$ cat config.mk
export PLATFORM = sky130hd
export DESIGN_NAME = keypad_digit_entry
export DESIGN_NICKNAME = d
export VERILOG_FILES = /design/src/rtl/keypad_pkg.sv /design/src/rtl/keypad_onehot_decode.sv /design/src/rtl/keypad_digit_entry.sv
export SDC_FILE = /design/constraint.sdc
export NUM_CORES = 1
export LEC_CHECK = 0
export ABC_CLOCK_PERIOD_IN_PS = 4600
export CORE_UTILIZATION = 54
export CTS_CLUSTER_DIAMETER = 150
export DETAILED_ROUTE_END_ITERATION = 16
export PLACE_DENSITY = 0.9
export SYNTH_ARGS = -nofsm -noshare
export SYNTH_HDL_FRONTEND = slang
export SYNTH_HIERARCHICAL = 1
export SYNTH_SLANG_ARGS = --single-unit
$ cat constraint.sdc
create_clock -name clk -period 4.6 [get_ports clk]
set_input_delay 0.46 -clock clk [delete_from_list [all_inputs] [get_ports clk]]
set_output_delay 0.46 -clock clk [all_outputs]
set_load 0.1 [all_outputs]
$ cat src/rtl/keypad_pkg.sv
// Shared definitions for the keypad digit-entry block: key bit positions,
// key codes and the debounce FSM state type.
package keypad_pkg;

   localparam int unsigned KB_0   = 3;
   localparam int unsigned KB_1   = 7;
   localparam int unsigned KB_2   = 6;
   localparam int unsigned KB_3   = 5;
   localparam int unsigned KB_4   = 11;
   localparam int unsigned KB_5   = 10;
   localparam int unsigned KB_6   = 9;
   localparam int unsigned KB_7   = 15;
   localparam int unsigned KB_8   = 14;
   localparam int unsigned KB_9   = 13;
   localparam int unsigned KB_CLR = 12;
   localparam int unsigned KB_BS  = 8;
   localparam int unsigned KB_ENT = 4;

   localparam logic [3:0] KC_0   = 4'h0;
   localparam logic [3:0] KC_1   = 4'h1;
   localparam logic [3:0] KC_2   = 4'h2;
   localparam logic [3:0] KC_3   = 4'h3;
   localparam logic [3:0] KC_4   = 4'h4;
   localparam logic [3:0] KC_5   = 4'h5;
   localparam logic [3:0] KC_6   = 4'h6;
   localparam logic [3:0] KC_7   = 4'h7;
   localparam logic [3:0] KC_8   = 4'h8;
   localparam logic [3:0] KC_9   = 4'h9;
   localparam logic [3:0] KC_BS  = 4'hB;
   localparam logic [3:0] KC_CLR = 4'hC;
   localparam logic [3:0] KC_ENT = 4'hE;

   typedef enum logic [1:0] {
      ST_IDLE         = 2'd0,
      ST_PRESS_WAIT   = 2'd1,
      ST_HELD         = 2'd2,
      ST_RELEASE_WAIT = 2'd3
   } kp_state_e;

endpackage

$ cat src/rtl/keypad_onehot_decode.sv
// Combinational keypad decoder: exactly one legal key bit gives valid=1;
// idle, multi-bit and unused-bit patterns all give valid=0.
module keypad_onehot_decode
   import keypad_pkg::*;
(
   input  logic [15:0] onehot,
   output logic        valid,
   output logic        is_digit,
   output logic [3:0]  code
);

   always_comb begin
      valid    = 1'b1;
      is_digit = 1'b1;
      code     = KC_0;
      case (onehot)
         16'h1 << KB_0:   code = KC_0;
         16'h1 << KB_1:   code = KC_1;
         16'h1 << KB_2:   code = KC_2;
         16'h1 << KB_3:   code = KC_3;
         16'h1 << KB_4:   code = KC_4;
         16'h1 << KB_5:   code = KC_5;
         16'h1 << KB_6:   code = KC_6;
         16'h1 << KB_7:   code = KC_7;
         16'h1 << KB_8:   code = KC_8;
         16'h1 << KB_9:   code = KC_9;
         16'h1 << KB_CLR: begin code = KC_CLR; is_digit = 1'b0; end
         16'h1 << KB_BS:  begin code = KC_BS;  is_digit = 1'b0; end
         16'h1 << KB_ENT: begin code = KC_ENT; is_digit = 1'b0; end
         default: begin
            valid    = 1'b0;
            is_digit = 1'b0;
         end
      endcase
   end

endmodule

$ cat src/rtl/keypad_digit_entry.sv
// Debounced keypad front end feeding a BCD entry buffer with Backspace,
// Clear and Enter; one action per physical press.
module keypad_digit_entry
   import keypad_pkg::*;
#(
   parameter int NUM_DIGITS    = 3,
   parameter int STABLE_CYCLES = 4,
   parameter int SHIFT_MODE    = 0
) (
   input  logic                              clk,
   input  logic                              rst,
   input  logic [15:0]                       onehot,
   output logic [4*NUM_DIGITS-1:0]           digits,
   output logic [$clog2(NUM_DIGITS+1)-1:0]   count,
   output logic                              full,
   output logic                              key_valid,
   output logic [3:0]                        key_code,
   output logic [4*NUM_DIGITS-1:0]           value,
   output logic                              value_valid,
   output logic                              overflow,
   output kp_state_e                         state_dbg
);

   localparam int DW   = 4 * NUM_DIGITS;
   localparam int CNTW = $clog2(NUM_DIGITS + 1);
   localparam int SCW  = $clog2(STABLE_CYCLES + 1);
   localparam logic [SCW-1:0]  STABLE_N = SCW'(STABLE_CYCLES);
   localparam logic [SCW-1:0]  S_ONE    = SCW'(1);
   localparam logic [CNTW-1:0] FULL_N   = CNTW'(NUM_DIGITS);
   localparam logic [CNTW-1:0] C_ONE    = CNTW'(1);

   logic       dec_valid;
   logic       dec_is_digit;
   logic [3:0] dec_code;

   keypad_onehot_decode u_decode (
      .onehot   (onehot),
      .valid    (dec_valid),
      .is_digit (dec_is_digit),
      .code     (dec_code)
   );

   kp_state_e       state_q, state_d;
   logic [SCW-1:0]  stab_q, stab_d;
   logic [3:0]      pend_q, pend_d;
   logic [DW-1:0]   digits_q, digits_d;
   logic [CNTW-1:0] count_q, count_d;
   logic            key_valid_q, key_valid_d;
   logic [3:0]      key_code_q, key_code_d;
   logic [DW-1:0]   value_q, value_d;
   logic            value_valid_q, value_valid_d;
   logic            overflow_q, overflow_d;
   logic            accept;
   logic [DW-1:0]   shifted;

   // key_valid, value_valid and overflow are single-cycle strobes with no
   // back-pressure: a consumer must sample them on the cycle they are high.
   always_comb begin
      state_d       = state_q;
      stab_d        = stab_q;
      pend_d        = pend_q;
      digits_d      = digits_q;
      count_d       = count_q;
      key_valid_d   = 1'b0;
      key_code_d    = key_code_q;
      value_d       = value_q;
      value_valid_d = 1'b0;
      overflow_d    = 1'b0;
      accept        = 1'b0;
      shifted       = digits_q << 4;
      shifted[3:0]  = dec_code;

      case (state_q)
         ST_IDLE: begin
            if (dec_valid) begin
               pend_d = dec_code;
               stab_d = S_ONE;
               if (STABLE_N == S_ONE) begin
                  accept  = 1'b1;
                  state_d = ST_HELD;
               end else begin
                  state_d = ST_PRESS_WAIT;
               end
            end
         end
         ST_PRESS_WAIT: begin
            if (!dec_valid) begin
               state_d = ST_IDLE;
               stab_d  = '0;
            end else if (dec_code != pend_q) begin
               pend_d = dec_code;
               stab_d = S_ONE;
            end else begin
               stab_d = stab_q + S_ONE;
               if (stab_q + S_ONE == STABLE_N) begin
                  accept  = 1'b1;
                  state_d = ST_HELD;
               end
            end
         end
         ST_HELD: begin
            if (onehot == 16'h0) begin
               if (STABLE_N == S_ONE) begin
                  state_d = ST_IDLE;
                  stab_d  = '0;
               end else begin
                  state_d = ST_RELEASE_WAIT;
                  stab_d  = S_ONE;
               end
            end
         end
         ST_RELEASE_WAIT: begin
            if (onehot != 16'h0) begin
               state_d = ST_HELD;
            end else if (stab_q + S_ONE == STABLE_N) begin
               state_d = ST_IDLE;
               stab_d  = '0;
            end else begin
               stab_d = stab_q + S_ONE;
            end
         end
         default: begin
            state_d = ST_IDLE;
            stab_d  = '0;
         end
      endcase

      // accept is only raised while dec_* describes the key being taken.
      if (accept) begin
         key_valid_d = 1'b1;
         key_code_d  = dec_code;
         if (dec_is_digit) begin
            if (count_q == FULL_N) begin
               overflow_d = 1'b1;
            end else begin
               if (SHIFT_MODE == 0) digits_d[4*int'(count_q) +: 4] = dec_code;
               else                 digits_d = shifted;
               count_d = count_q + C_ONE;
            end
         end else if (dec_code == KC_BS) begin
            if (count_q != '0) begin
               if (SHIFT_MODE == 0) digits_d[4*(int'(count_q)-1) +: 4] = 4'h0;
               else                 digits_d = digits_q >> 4;
               count_d = count_q - C_ONE;
            end
         end else if (dec_code == KC_CLR) begin
            digits_d = '0;
            count_d  = '0;
         end else if (dec_code == KC_ENT) begin
            if (count_q != '0) begin
               value_d       = digits_q;
               value_valid_d = 1'b1;
               digits_d      = '0;
               count_d       = '0;
            end
         end
      end
   end

   always_ff @(posedge clk or posedge rst) begin
      if (rst) begin
         state_q       <= ST_IDLE;
         stab_q        <= '0;
         pend_q        <= '0;
         digits_q      <= '0;
         count_q       <= '0;
         key_valid_q   <= 1'b0;
         key_code_q    <= '0;
         value_q       <= '0;
         value_valid_q <= 1'b0;
         overflow_q    <= 1'b0;
      end else begin
         state_q       <= state_d;
         stab_q        <= stab_d;
         pend_q        <= pend_d;
         digits_q      <= digits_d;
         count_q       <= count_d;
         key_valid_q   <= key_valid_d;
         key_code_q    <= key_code_d;
         value_q       <= value_d;
         value_valid_q <= value_valid_d;
         overflow_q    <= overflow_d;
      end
   end

   assign digits      = digits_q;
   assign count       = count_q;
   assign full        = (count_q == FULL_N);
   assign key_valid   = key_valid_q;
   assign key_code    = key_code_q;
   assign value       = value_q;
   assign value_valid = value_valid_q;
   assign overflow    = overflow_q;
   assign state_dbg   = state_q;

endmodule

* After elaboration in Yosys (flattened, before gate mapping)
Cells that the tools add are included.
** Operators by class
- Add/sub/neg operators :: 6
- Multiply operators :: 0
- Divide/modulo/power cells :: 0
- Order comparisons :: 0
- Eq/ne operators :: 32
- Shift-type cells :: 4
- Multiplexer cells :: 52
- Bitwise logic cells :: 3
- Reduce and logical (&&, ||, !) cells :: 14
** Operators with widths (count)
- $mux W12 :: 7
- $shift A4 B33 Y12 const A :: 2
- $pmux W4 S12 :: 1
- $neg A4 Y33 :: 1
- $neg A5 Y33 :: 1
- $shiftx A4 B33 Y12 :: 1
- $shiftx A4 B33 Y12 const A :: 1
- $mux W2 :: 14
- $bwmux W12 :: 2
- $mux W3 :: 6
- $eq A16 B10 Y1 const B :: 1
- $eq A16 B11 Y1 const B :: 1
- $eq A16 B12 Y1 const B :: 1
- $eq A16 B13 Y1 const B :: 1
- $eq A16 B14 Y1 const B :: 1
- $eq A16 B15 Y1 const B :: 1
- $eq A16 B16 Y1 const B :: 1
- $eq A16 B4 Y1 const B :: 1
- $eq A16 B5 Y1 const B :: 1
- $eq A16 B6 Y1 const B :: 1
- $eq A16 B7 Y1 const B :: 1
- $eq A16 B8 Y1 const B :: 1
- $eq A16 B9 Y1 const B :: 1
- $logic_not A16 Y1 :: 1
- 29 further kinds :: 61
** Word-level totals
- Register bits after elaboration :: 42
- Latch bits :: 0
- Bits in writable memories :: 0
- Bits in read-only memories :: 0
- Input port bits :: 18
- Output and inout port bits :: 36
- Logic and storage cells :: 121
- Memories :: 0

* Longest topological paths before layout
- Depth in word-level cells :: 8
- Mapped depth :: 12
- Gate-level depth less buffers :: 9

* Modules after synthesis
The synthesis kept the hierarchy.
** By module, submodules not included
- keypad_digit_entry :: times used 1, cells each 181, area each 2124.5 um^2, sequential area each 1051.0 um^2
- keypad_onehot_decode :: times used 1, cells each 54, area each 430.4 um^2, sequential area each 0.0 um^2

* Least setup slack after synthesis
Ideal clock, no wire load.
- Kind :: input-to-reg
- Start point :: in onehot[1]
- End point :: reg value_q[11], in the netlist value[11]
- Library setup time :: 126 ps
- Arrival time :: 3159 ps
- Required time :: 4474 ps
- Path slack :: 1315 ps
- Stages :: 12
- Path buffers :: 4
- Cells stage by stage :: or4_4 -> buf_6 -> nor4_4 -> nand2b_2 -> o2111ai_1 -> nor2b_1 -> clkbuf_1 -> and4_1 -> and3_1 -> buf_2 -> buf_6 -> mux2_2
** On the way
- Elaborated cells on any way between the ends :: 29
- Classes of those cells :: eq/ne: 17; mux: 6; bitwise: 3; reduce/logical: 3
** RTL lines
- start, declared :: line keypad_digit_entry.sv:12 : input logic [15:0] onehot,
- $eq A16 B4 Y1, or another cell as far along :: line keypad_onehot_decode.sv:16 : case (onehot)
- $reduce_or A13 Y1 (no source line) *
- $mux W1 * :: line keypad_onehot_decode.sv:16
- named net dec_valid :: line keypad_digit_entry.sv:32 : logic dec_valid;
- $mux W1 * :: line keypad_digit_entry.sv:87 : if (!dec_valid) begin
- $mux W1 * :: line keypad_digit_entry.sv:73 : case (state_q)
- $reduce_and A6 Y1 (no source line) *
- end signal, assigned :: line keypad_digit_entry.sv:180 : value_q <= value_d;
- end, declared :: line keypad_digit_entry.sv:50 : logic [DW-1:0] value_q, value_d;
Mark *: on every way through the listed nets, which the timed path passes. The rest lies on a longest branch.
A chain may end at the register's enable or synchronous reset.

* Final worst setup path
- Start point :: in onehot[9]
- End point :: reg value_q[6], in the netlist value[6]
** On the way
- Cells in the longest elaborated chain, start to end :: 7
- Elaborated cells on any way between the ends :: 29
- Classes of those cells :: eq/ne: 17; mux: 6; bitwise: 3; reduce/logical: 3
** Ends and longest elaborated chain
- $eq A16 B5 Y1, or another cell as far along :: line keypad_onehot_decode.sv:16
- $pmux W4 S12 * :: line keypad_onehot_decode.sv:16
- named net dec_code[2] :: line keypad_digit_entry.sv:34 : logic [3:0] dec_code;
- $ne A4 B4 Y1 :: line keypad_digit_entry.sv:90 : end else if (dec_code != pend_q) begin
- $mux W1 :: line keypad_digit_entry.sv:90
- $mux W1 :: line keypad_digit_entry.sv:87
- $mux W1 :: line keypad_digit_entry.sv:73
- $reduce_and A6 Y1 (no source line) *
Marks and branches as above.

==> results by group <==
Die
  • Die footprint: 5010 um^2
  • Rows: 24
  • Core ar.: 4440 um^2
  • # IOs: 54
  • Die boundary width: 70.8 um
  • Die H: 70.8 um
  • Initial Utilization: 57.5%

Setup path
  • Critical path fanouts, max: 13
  • WP data arrival: 4.07 ns
  • Critical Path RT: 4.77 ns
  • Worst reg-to-reg path cell count: 6
  • Critical path class: in2reg
  • Setup crit end kind: flop
  • CP startpoint kind: input port

Power and ir drop
  • Switching Fraction: 23.3%
  • Pwr/cell area: 208 nW/um^2
  • Sequential share of power: 55.2%
  • Static Leak: 1.50 nW
  • Combinational power share: 7.8%
  • Pint: 0.513 mW
  • Sw Pwr: 0.156 mW
  • Max rail drop VDD: 0.133 mV
  • Clock power share: 37.0%

Cells and area
  • Commonest cells after routing, fill and taps aside: 53 x clkdlybuf4s50_1, 42 x dfrtp_1, 20 x mux2_2
  • Commonest non-fill, non-tap cell in the layout: clkdlybuf4s50_1
  • Ant. Diodes: 0
  • Syn-to-layout area delta: 25.8%
  • Non-filler cells, final: 343
  • Finished Cell Area: 3210 um^2
  • Layout cell share with drive strength beyond 1: 17.2%
  • # nets final: 315

Logic synthesis
  • Synth Register Bits: 42
  • Syn avg cell area: 10.9 um^2
  • Share of the yosys chip area belonging to registers: 41.1%
  • Xor and xnor area share after synthesis: 4.11%
  • Compound-gate portion of the synthesized area: 12.0%
  • Main combinational cell family by area after synthesis: simple AND/OR/NAND/NOR gates
  • Synth Instances: 235
  • Primary FF master, synth: dfrtp_1
  • YS warnings: 6
  • Synth Area in Adders: 3.43%
  • Cell variety after synth: 55
  • Synth async-reset ratio: 100%
  • Mapped Area: 2550 um^2
  • Post-synth EDFFs: 0
  • Synth Net Count: 260
  • Simple-Gate Fraction of Synth Area: 22.1%
  • Mux cell area share after synthesis: 12.1%

Global route
  • Largest net degree at the start of global routing: 43
  • Grt peak-use layer: met2
  • Global-route wire length before repair: 9520 um
  • Met2 usage: 41.9%
  • Tot GR Track Use: 24.0%
  • Grt met3 use: 5.13%
  • GRT overflow: 0
  • Initial antenna violation count: 0
  • Vias in the first global route: 2061
  • Met1 Track Usage GR: 30.3%

Clocking
  • Max clock buf depth: 2
  • Later-pin clock latency in the skew report: 0.29 ns
  • CTS Buf Count: 5
  • # Post-CTS Setup Buffers: 0
  • Root Buffer: clkbuf_8
  • CTS sink cnt: 42
  • Clock transition at path regs: 0.08 ns
  • CTS-repair resized insts: 0
  • Post-CTS Hold Buffers: 0
  • Htree depth: 2
  • CTS tree: yes

Detailed routing
  • DRT antenna net count: 0
  • DR DRC count: 0
  • DR vias/cell: 5.96
  • Average wire per standard cell: 16.5 um
  • Drt pass-1 iters: 10
  • DR iter-0 viols: 130
  • Post-Route WL: 5660 um
  • Vias: 2044

Placed design
  • PortBufs: 53
  • Pre-CTS setup slack: 0.386 ns
  • Cells after DPL: 335
  • Post-detail-place hpwl: 4120 um
  • RD Place Congestion: 0.881
  • DP Area: 3120 um^2

STA
  • Fin Setup TNS: 0 ns
  • Minimum clock period: 3.90 ns
  • Rel. slew slack: 34.5%
  • Final Hold Viols: 0
  • Final Cycle Share: 84.8%
  • Max-slew violation count: 0
  • Hold WS: 0.511 ns
  • Final Setup Violations: 0
  • Final setup margin: 0.700 ns
  • RSZ-0062 raised after global routing: false
  • Skew final: 0.00775 ns
  • Fmax: 0.256 GHz
  • Worst-Margin Slew: 0.980 ns

Hold path
  • HP Class: reg2reg
  • Hold-critical path depth: 1

Outcome
  • Outcome: finished, final reports clean

Flow run
  • Max Cap Viol: 0
[metal layers]
metal	vias up	part of all wire, %	routed length, um
met5	-	0	0
met4	0	0.81	46
met3	6	3.7	210
met2	56	51	2870
met1	997	45	2540
li1	985	-	-
[final timing paths]
kind / slack (ns) / start / to
setup / recovery: 0.70 / onehot[9] / value[6]
hold / removal: 0.51 / value[7] / value[7]
setup reg to reg: 2.21 / count[0] / value[6]
hold reg to reg: 0.51 / value[7] / value[7]
max in group asynchronous: 3.65 / rst / digits[8]
min in group asynchronous: 0.59 / rst / stab_q[1]
[power groups by stage]
stage / sequential, mW / clock (mW) / combinational (mW)
2_1_floorplan: 0.377 / 0 / 0.0248
3_3_place_gp: 0.377 / 0 / 0.0514
3_5_place_dp: 0.377 / 0 / 0.0518
4_1_cts: 0.370 / 0.251 / 0.0519
5_1_grt: 0.370 / 0.269 / 0.0572
6_report: 0.370 / 0.247 / 0.0522
[layout make-up]
| class | count | area [um^2] |
|---|---|---|
| clock buffers | 6 | 82.6 |
| inverters | 14 | 52.6 |
| flip-flops and latches | 42 | 1050 |
| multi-input cells | 168 | 1370 |
| fillers | 343 | 1230 |
| repair buffers | 59 | 576 |
| clock inverters | 2 | 12.5 |
| well taps | 52 | 65.1 |
[kinds of logic (layout without fill, tap and decap cells)]
group,Yosys count,after routing
AOI/OAI and AO/OA,38,38
DFF,42,42
muxes,28,28
buffers and inverters,25,81
and+or+nand+nor,83,83
adders and majority gates,7,7
xor gates and xnor gates,12,12
[per-stage QoR]
stage | util, % | power (mW)
CTS | 72.3 | 0.672
global placement | 70.2 | 0.429
global route | 72.3 | 0.696
finish | 72.3 | 0.669
floorplan | - | 0.402
detailed placement | 70.2 | 0.429
[synth_stat cells, types with 5 or more instances]
master,instances,area share [%]
buf_2,5,0.98
nor4_1,6,1.5
inv_1,14,2.1
nand2_1,13,1.9
nor2_1,10,1.5
mux2i_1,7,2.7
ha_1,7,3.4
nand2b_1,5,1.2
xnor2_1,5,1.7
nor3_1,8,1.6
or3_1,7,1.7
mux2_2,20,8.8
dfrtp_1,42,41
a21oi_1,6,1.2
xor2_1,7,2.4
o21ai_0,5,0.98
[registers in the layout, indices dropped and copies added (netlist names), 2 cells and up]
register,count
state_dbg,2
digits,12
value,12
count,2
key_code,4
stab_q,3
pend_q,4
[critical path, cell delays in order]
cell and delay, ns:
clkdlybuf4s50_1 0.55, or4_4 0.64, nor4b_1 0.43, a22oi_1 0.16
o21ai_1 0.29, xor2_1 0.18, nor4_4 0.34, and3_1 0.59
mux2_2 0.42
No activity file was read; power rests on OpenSTA's default activity.
